--- src/rtl/elpis_print_pkg.sv ---
// Shared register map and bit positions for the Elpis print port.
package elpis_print_pkg;

  localparam logic [31:0] DEFAULT_BASE_ADDR = 32'h3000_0000;

  localparam logic [3:0] STATUS_OFF = 4'h0;
  localparam logic [3:0] DATA_OFF   = 4'h4;
  localparam logic [3:0] CTRL_OFF   = 4'h8;

  localparam int ST_NOT_EMPTY = 0;
  localparam int ST_FULL      = 1;
  localparam int ST_UNDERFLOW = 2;
  localparam int ST_COUNT_LSB = 8;

  localparam int CTRL_FLUSH  = 0;
  localparam int CTRL_CLR_UF = 1;

  function automatic logic [31:0] status_word(input logic not_empty, input logic full,
                                              input logic underflow, input logic [7:0] count);
    status_word = '0;
    status_word[ST_NOT_EMPTY] = not_empty;
    status_word[ST_FULL] = full;
    status_word[ST_UNDERFLOW] = underflow;
    status_word[ST_COUNT_LSB +: 8] = count;
  endfunction

endpackage

--- src/rtl/print_fifo.sv ---
// Synchronous FIFO of 32-bit print words with flush and a registered not-empty flag.
module print_fifo #(
  parameter int DEPTH = 8,
  localparam int AW = $clog2(DEPTH),
  localparam int CW = AW + 1
) (
  input  logic          clk,
  input  logic          rst,
  input  logic          push,
  input  logic          pop,
  input  logic          flush,
  input  logic [31:0]   wdata,
  output logic [31:0]   rdata,
  output logic [CW-1:0] count,
  output logic          full,
  output logic          empty,
  output logic          pending
);

  logic [31:0]   mem [DEPTH];
  logic [AW-1:0] wr_ptr;
  logic [AW-1:0] rd_ptr;
  logic [CW-1:0] count_nxt;
  logic          push_ok;
  logic          pop_ok;

  assign full    = (count == CW'(DEPTH));
  assign empty   = (count == '0);
  assign push_ok = push && !full;
  assign pop_ok  = pop && !empty;
  assign rdata   = mem[rd_ptr];

  always_comb begin
    count_nxt = count;
    case ({push_ok, pop_ok})
      2'b10:   count_nxt = count + CW'(1);
      2'b01:   count_nxt = count - CW'(1);
      default: count_nxt = count;
    endcase
  end

  // Flush has priority over a same-cycle push: the word is dropped.
  always_ff @(posedge clk) begin
    if (rst || flush) begin
      wr_ptr  <= '0;
      rd_ptr  <= '0;
      count   <= '0;
      pending <= 1'b0;
    end else begin
      if (push_ok) wr_ptr <= wr_ptr + AW'(1);
      if (pop_ok) rd_ptr <= rd_ptr + AW'(1);
      count   <= count_nxt;
      pending <= (count_nxt != '0);
    end
  end

  always_ff @(posedge clk) begin
    if (push_ok) mem[wr_ptr] <= wdata;
  end

endmodule

--- src/rtl/elpis_print_port.sv ---
// Print word channel from the Elpis core to Caravel firmware: FIFO plus a
// Wishbone slave with STATUS / DATA / CTRL registers.
module elpis_print_port
  import elpis_print_pkg::*;
#(
  parameter int          DEPTH     = 8,
  parameter logic [31:0] BASE_ADDR = DEFAULT_BASE_ADDR
) (
  input  logic        wb_clk_i,
  input  logic        wb_rst_i,
  input  logic        print_valid,
  input  logic [31:0] print_data,
  output logic        print_ready,
  input  logic        wbs_cyc_i,
  input  logic        wbs_stb_i,
  input  logic        wbs_we_i,
  input  logic [3:0]  wbs_sel_i,
  input  logic [31:0] wbs_adr_i,
  input  logic [31:0] wbs_dat_i,
  output logic        wbs_ack_o,
  output logic [31:0] wbs_dat_o,
  output logic        print_pending
);

  localparam int CW = $clog2(DEPTH) + 1;

  logic [CW-1:0] count;
  logic          full;
  logic          empty;
  logic [31:0]   head;
  logic [3:0]    off;
  logic          req;
  logic          data_rd;
  logic          ctrl_wr;
  logic          flush;
  logic          clr_uf;
  logic          underflow;
  logic [31:0]   rd_word;
  logic          unused;

  assign unused = ^{wbs_sel_i[3:1], wbs_dat_i[31:2]};

  // Gating on !wbs_ack_o keeps a held strobe from issuing a back-to-back access.
  assign off     = wbs_adr_i[3:0];
  assign req     = wbs_cyc_i && wbs_stb_i && (wbs_adr_i[31:4] == BASE_ADDR[31:4]) && !wbs_ack_o;
  assign data_rd = req && !wbs_we_i && (off == DATA_OFF);
  assign ctrl_wr = req && wbs_we_i && (off == CTRL_OFF) && wbs_sel_i[0];
  assign flush   = ctrl_wr && wbs_dat_i[CTRL_FLUSH];
  assign clr_uf  = ctrl_wr && wbs_dat_i[CTRL_CLR_UF];

  print_fifo #(.DEPTH(DEPTH)) u_fifo (
    .clk     (wb_clk_i),
    .rst     (wb_rst_i),
    .push    (print_valid),
    .pop     (data_rd),
    .flush   (flush),
    .wdata   (print_data),
    .rdata   (head),
    .count   (count),
    .full    (full),
    .empty   (empty),
    .pending (print_pending)
  );

  assign print_ready = !full;

  always_comb begin
    rd_word = '0;
    if (!wbs_we_i) begin
      case (off)
        STATUS_OFF: rd_word = status_word(!empty, full, underflow, 8'(count));
        DATA_OFF:   rd_word = empty ? '0 : head;
        default:    rd_word = '0;
      endcase
    end
  end

  always_ff @(posedge wb_clk_i) begin
    if (wb_rst_i) begin
      wbs_ack_o <= 1'b0;
      wbs_dat_o <= '0;
      underflow <= 1'b0;
    end else begin
      wbs_ack_o <= req;
      wbs_dat_o <= req ? rd_word : '0;
      if (data_rd && empty) underflow <= 1'b1;
      else if (clr_uf) underflow <= 1'b0;
    end
  end

endmodule

--- config.mk ---
export PLATFORM = sky130hd
export DESIGN_NAME = elpis_print_port
export DESIGN_NICKNAME = d
export VERILOG_FILES = /design/src/rtl/elpis_print_pkg.sv /design/src/rtl/print_fifo.sv /design/src/rtl/elpis_print_port.sv
export SDC_FILE = /design/constraint.sdc
export NUM_CORES = 1
export LEC_CHECK = 0
export ABC_CLOCK_PERIOD_IN_PS = 5400
export CAP_MARGIN = 20
export CORE_MARGIN = 10
export CORE_UTILIZATION = 30
export DETAILED_ROUTE_END_ITERATION = 10
export HOLD_SLACK_MARGIN = 0.05
export MAX_ROUTING_LAYER = met4
export PLACE_DENSITY = 0.5
export SYNTH_ARGS = -nofsm -noshare
export SYNTH_HDL_FRONTEND = slang
export SYNTH_SLANG_ARGS = --single-unit
--- constraint.sdc ---
create_clock -name wb_clk_i -period 5.4 [get_ports wb_clk_i]
set_clock_uncertainty 0.2 [all_clocks]
set_input_delay 0.81 -clock wb_clk_i [delete_from_list [all_inputs] [get_ports wb_clk_i]]
set_output_delay 0.81 -clock wb_clk_i [all_outputs]
set_load 0.05 [all_outputs]
* Word-level counts from Yosys, hierarchy flattened *
Memories as Yosys holds them, arrays and structs flattened. A register that Yosys moved wholly into a read port is not among the register bits.
Index checks and enable logic that the tools add are counted.

cells by class
  multiply operators = 0
  add/sub/neg operators = 4
  reduce and logical (&&, ||, !) cells = 23
  bitwise operators = 1
  muxes and demuxes = 9
  divide/modulo/power cells = 0
  magnitude comparators = 0
  eq/ne operators = 6
  shift-type cells = 0

operators by type and width
  cell                                              count
  one-hot mux 32 bit (2 select lines)               1
  2-to-1 mux 32 bit                                 1
  == test 28 x 26 -> 1 bit, second input constant   1
  logical AND 1 bit                                 13
  == test 4 bit, second input constant              2
  logical NOT 4 bit                                 2
  one-hot mux 4 bit (2 select lines)                1
  adder 3 x 1 -> 3 bit, second input constant       2
  2-to-1 mux 3 bit                                  2
  adder 4 x 1 -> 4 bit, second input constant       1
  == test 4 x 3 -> 1 bit, second input constant     1
  logical NOT 1 bit                                 4
  2-to-1 mux 1 bit                                  4
  nonzero test 4 bit                                1
  subtractor 4 x 1 -> 4 bit, second input constant  1
  OR reduction 3 bit                                1
  == test 2 x 1 -> 1 bit, second input constant     1
  == test 2 bit, second input constant              1
  nonzero test 2 bit                                1
  logical OR 1 bit                                  1
  inverter 1 bit                                    1

word-level totals
  flip-flop bits (word level) = 45
  word-level logic and storage cells = 51
  bits in writable memories = 256
  latch bits = 0
  output and inout bits = 35
  memories = 1
  bits in read-only memories = 0

memories
  name        depth  width  read ports  clocked after memory_dff  wr ports  RTL line          RTL
  u_fifo.mem  8      32     1           1                         1         print_fifo.sv:20  logic [31:0] mem [DEPTH];

* Longest topological paths before layout *
  depth after elaboration = 9
  gate-level depth with buffers = 13
  gate-level depth less buffers = 12

* Cells and area by module *
From an unflattened synthesis, not the netlist that was laid out.

second synthesis, totals
  cells, all modules = 589
  area, all modules = 11861.4 µm²

by module, submodules not included
  module            area each (µm²)  sequential area each (µm²)  cells each  times used
  print_fifo        10446.3          7967.6                      454         1
  elpis_print_port  1415.1           680.7                       135         1

* Worst setup path before layout *
OpenSTA, ideal clock, no wires.

  path kind = register to register
  start point = reg u_fifo.count[1]
  end point = mem u_fifo.mem[0][0], enable pin
  required time = 4.739 ns
  setup time = 0.461 ns
  clock period less this slack = 4.600 ns
  path slack = 0.800 ns
  path buffers = 1
  stages on the path, launching flop included = 7
  arrival time = 3.938 ns
  cells stage by stage = dfxtp_1 -> clkbuf_1 -> nor2_1 -> nand3b_1 -> nand2_1 -> or2_2 -> nor3_1

between the ends
  longest elaborated chain between the ends = 5

ends and longest elaborated chain
  item                                    RTL line                RTL
  start, declared                         print_fifo.sv:14        output logic [CW-1:0] count,
  start signal, assigned                  print_fifo.sv:52        count <= count_nxt;
  == test 4 bit                           print_fifo.sv:27        assign full = (count == CW'(DEPTH));
  logical NOT 1 bit                       -
  via print_ready                         elpis_print_port.sv:13  output logic print_ready,
  logical AND 1 bit                       print_fifo.sv:29        assign push_ok = push && !full;
  2-to-1 mux 1 bit                        print_fifo.sv:58        if (push_ok) mem[wr_ptr] <= wdata;
  2-to-1 mux 1 bit (implied by the code)  print_fifo.sv:58
  end, declared                           print_fifo.sv:20

The timed path passes the listed nets, and every way through them passes these cells.

* Final worst setup path *
  start point = in wbs_stb_i
  end point = reg u_fifo.pending

between the ends
  longest elaborated chain between the ends = 9
  elaborated cells between the ends (all ways) = 15

ends and longest elaborated chain
  item                                                     RTL line                RTL
  start, declared                                          elpis_print_port.sv:15  input logic wbs_stb_i,
  logical AND 1 bit (*) (3 in series)                      elpis_print_port.sv:45  assign req = wbs_cyc_i && wbs_stb_i && (wbs_adr_i[31:4] == BASE_ADDR[31:4]) && !wbs_ack_o;
  logical AND 1 bit (2 in series)                          elpis_print_port.sv:46  assign data_rd = req && !wbs_we_i && (off == DATA_OFF);
  logical AND 1 bit                                        print_fifo.sv:30        assign pop_ok = pop && !empty;
  == test 2 x 1 -> 1 bit or == test 2 bit (tied branches)  print_fifo.sv:35        case ({push_ok, pop_ok})
  one-hot mux 4 bit (2 select lines)                       print_fifo.sv:35
  nonzero test 4 bit                                       print_fifo.sv:53        pending <= (count_nxt != '0);
  end signal, assigned                                     print_fifo.sv:53
  end, declared                                            print_fifo.sv:17        output logic pending

Mark *: on every way between the ends. The rest lies on a longest branch, timed or not.
A chain may end at the register's enable or synchronous reset.

==> flow_metrics.tcl <==
set metrics [dict create \
    powerDensity_nw_per_um2 355.6 \
    h-tree-depth 2 \
    clk_pin_slew_ns 0.06 \
    core_area_um2 37580 \
    die_w_um 214.8 \
    layout_common_cells "edfxtp_1 (256), clkdlybuf4s50_1 (107), mux4_2 (64)" \
    start_kind "input pin" \
    wirelength_mm 25.29 \
    cts_tree "yes" \
    drtAntennaViolNets 0 \
    timing.final.hold_violations 0 \
    ys_seq_elements 304 \
    cts_inserted_buffers 34 \
    die-area_um2 46120 \
    leakage_nw 4.319 \
    synth_cell_types 39 \
    ff_latch_area_um2 8657 \
    syn_nets 671 \
    rows 71 \
    grt_max_degree 65 \
    wl_per_cell_um 20.63 \
    fill_cells 3427 \
    clk_path_buf_depth 3 \
    maxSlewViolCount 0 \
    syn_inst 560 \
    via_count 5578 \
    fin_crit_sh_pct 69.23 \
    fin_crit_ns 3.739 \
    holdWs_ns 0.2966 \
    antenna_found_initial 3 \
    clock_sinks 304 \
    routed_via_density 4.550 \
    cts_resized 0 \
    finalWeightedCongestion 0.8188 \
    worst_slew_pin_slew_ns 0.9762 \
    outcome "completed" \
    fmax_mhz 267.5 \
    cts_setup_buffers 0 \
    tns_ns 0 \
    remaining_drc_errors 0 \
    drtIter0Drc 284 \
    grt_remaining_overflow 0 \
    finalNetCount 797 \
    die_h_um 214.8 \
    clkLatencyLatePin_ns 0.50 \
    vdd_drop_max_uv 175.6 \
    area_delta_synth_final_pct 24.93 \
    syn_avg_cell_area_um2 20.32 \
    ctsHoldBuffers 0 \
    dp_hpwl_mm 14.40 \
    final_common_cell "edfxtp_1" \
    drive_gt1_share_pct 22.75 \
    critPathMaxFanout 8 \
    cap_viol_max_count 0 \
    hp-class "flip-flop to flip-flop" \
    netlist_area_um2 11380 \
    yosys_warnings 0 \
    rsz0062_at_grt "no" \
    dr.pass1.iters 4 \
    numPortBuffers 107 \
    critPathCaptureType "flip-flop" \
    multi_input_area_um2 2630 \
    yosysSeqAreaShare_pct 76.01 \
    crit_type "input pin to flip-flop" \
    maxSlewHeadroom_pct 34.79 \
    clockRootBuffer "clkbuf_16" \
    pin_count 141 \
    setup_viol 0 \
    grt_pass1_wl_mm 37.93 \
    start_util_pct 30.28 \
    grt_pass1_vias 6064 \
    cp.required_ns 5.54 \
    critPathArrivalTime_ns 3.87 \
    grt_usage_pct 11.19 \
]
==> metal layers <==
metal | part of all wire [%] | GRT usage, % | up-vias
li1 | - | - | 2526
met1 | 45 | 13.93 | 2869
met2 | 48 | 17.88 | 139
met3 | 5.1 | 2.795 | 44
met4 | 1.8 | 3.049 | 0
met5 | 0 | - | -
==> where the power goes <==
part	internal, mW	total, mW	switching [mW]
Combinational	0.0819	0.171	0.0889
Sequential	2.58	2.60	0.0130
Clock	1.40	2.29	0.884
==> path summary, 6_finish.rpt <==
kind | slack, ns | start | cells past startpoint | end
min reg2reg | 0.30 | u_fifo.wr_ptr[0] | 2 | u_fifo.wr_ptr[0]
max reg2reg | 2.22 | u_fifo.count[0] | 6 | u_fifo.mem[4][20]
max | 1.66 | wbs_stb_i | 13 | u_fifo.pending
min | 0.30 | u_fifo.wr_ptr[0] | 2 | u_fifo.wr_ptr[0]
==> final cells by class <==
type | instances | share of cell area, %
antenna | 3 | 0.05281
clock buffer | 44 | 6.769
clock inverter | 18 | 1.188
inverter | 1 | 0.02641
multi-input combinational | 228 | 18.50
sequential | 304 | 60.90
tap | 511 | 4.498
timing repair buffer | 117 | 8.063
==> cells by family (layout without fill, tap and decap cells) <==
| logic type | Yosys count | after routing | share of synthesized area [%] |
|---|---|---|---|
| AOI/OAI and AO/OA | 18 | 18 | 0.9457 |
| xor gates and xnor gates | 8 | 8 | 0.6157 |
| adders and majority gates | 5 | 5 | 0.5498 |
| buffers and inverters | 28 | 180 | 1.364 |
| DFF | 304 | 304 | 76.01 |
| muxes | 98 | 98 | 15.66 |
| other | 0 | 3 | 0 |
| and+or+nand+nor | 99 | 99 | 4.861 |
==> worst max-delay path, cell delays in order <==
cell and delay (ns):
clkdlybuf4s50_1 0.45, nor4bb_1 0.30, nand4_1 0.23, or2_0 0.42, nor3_1 0.36, ha_1 0.34, xor2_1 0.10, ha_1 0.19
a21oi_1 0.15, xor2_1 0.16, nor2_1 0.07, xnor2_1 0.18, a31oi_1 0.10
==> per-stage QoR <==
stage | setup slack, ns | utilization, % | instances | total power, mW | instance area [um2]
after detailed placement | 1.175 | 34.80 | 1161 | 2.822 | 13080
after global routing | 1.383 | 37.83 | 1226 | 5.254 | 14210
final | 1.661 | 37.83 | 1226 | 5.055 | 14210
after global placement | 1.220 | 34.80 | 1161 | 2.813 | 13080
after floorplan | 0.8004 | - | 560 | 2.712 | 11380
after CTS | 1.697 | 37.81 | 1223 | 5.136 | 14210
==> state kept, by name, summed over array words and instances, names as in the netlist, named ones only <==
register / cells
u_fifo.count: 4
u_fifo.rd_ptr: 3
wbs_ack_o: 1
u_fifo.pending: 1
underflow: 1
wbs_dat_o: 32
u_fifo.mem: 256
u_fifo.wr_ptr: 3
==> Yosys cell counts (all sizes together) <==
cell type | number | area [um2]
edfxtp | 256 | 7687
mux4 | 64 | 1441
nor2 | 53 | 249.0
dfxtp | 48 | 960.9
mux2i | 34 | 340.3
clkbuf | 14 | 52.55
buf | 13 | 98.85
nor4 | 13 | 100.1
a21oi | 10 | 50.05
nand2 | 7 | 26.28
ha | 5 | 62.56
nor3 | 5 | 25.02
nand3 | 4 | 20.02
xnor2 | 4 | 35.03
xor2 | 4 | 35.03
nand2b | 3 | 18.77
a31oi | 2 | 12.51
nand3b | 2 | 15.01
nand4 | 2 | 12.51
nor4b | 2 | 17.52
nor4bb | 2 | 20.02
or2 | 2 | 12.52
a211oi | 1 | 7.510
a22o | 1 | 8.760
and3b | 1 | 8.760
inv | 1 | 3.750
nand4b | 1 | 8.760
o21ai | 1 | 5.000
o21bai | 1 | 7.510
o22a | 1 | 8.760
o31ai | 1 | 7.510
or3 | 1 | 7.510
or4 | 1 | 11.26
Note: power is estimated with default switching activity, not from simulation.
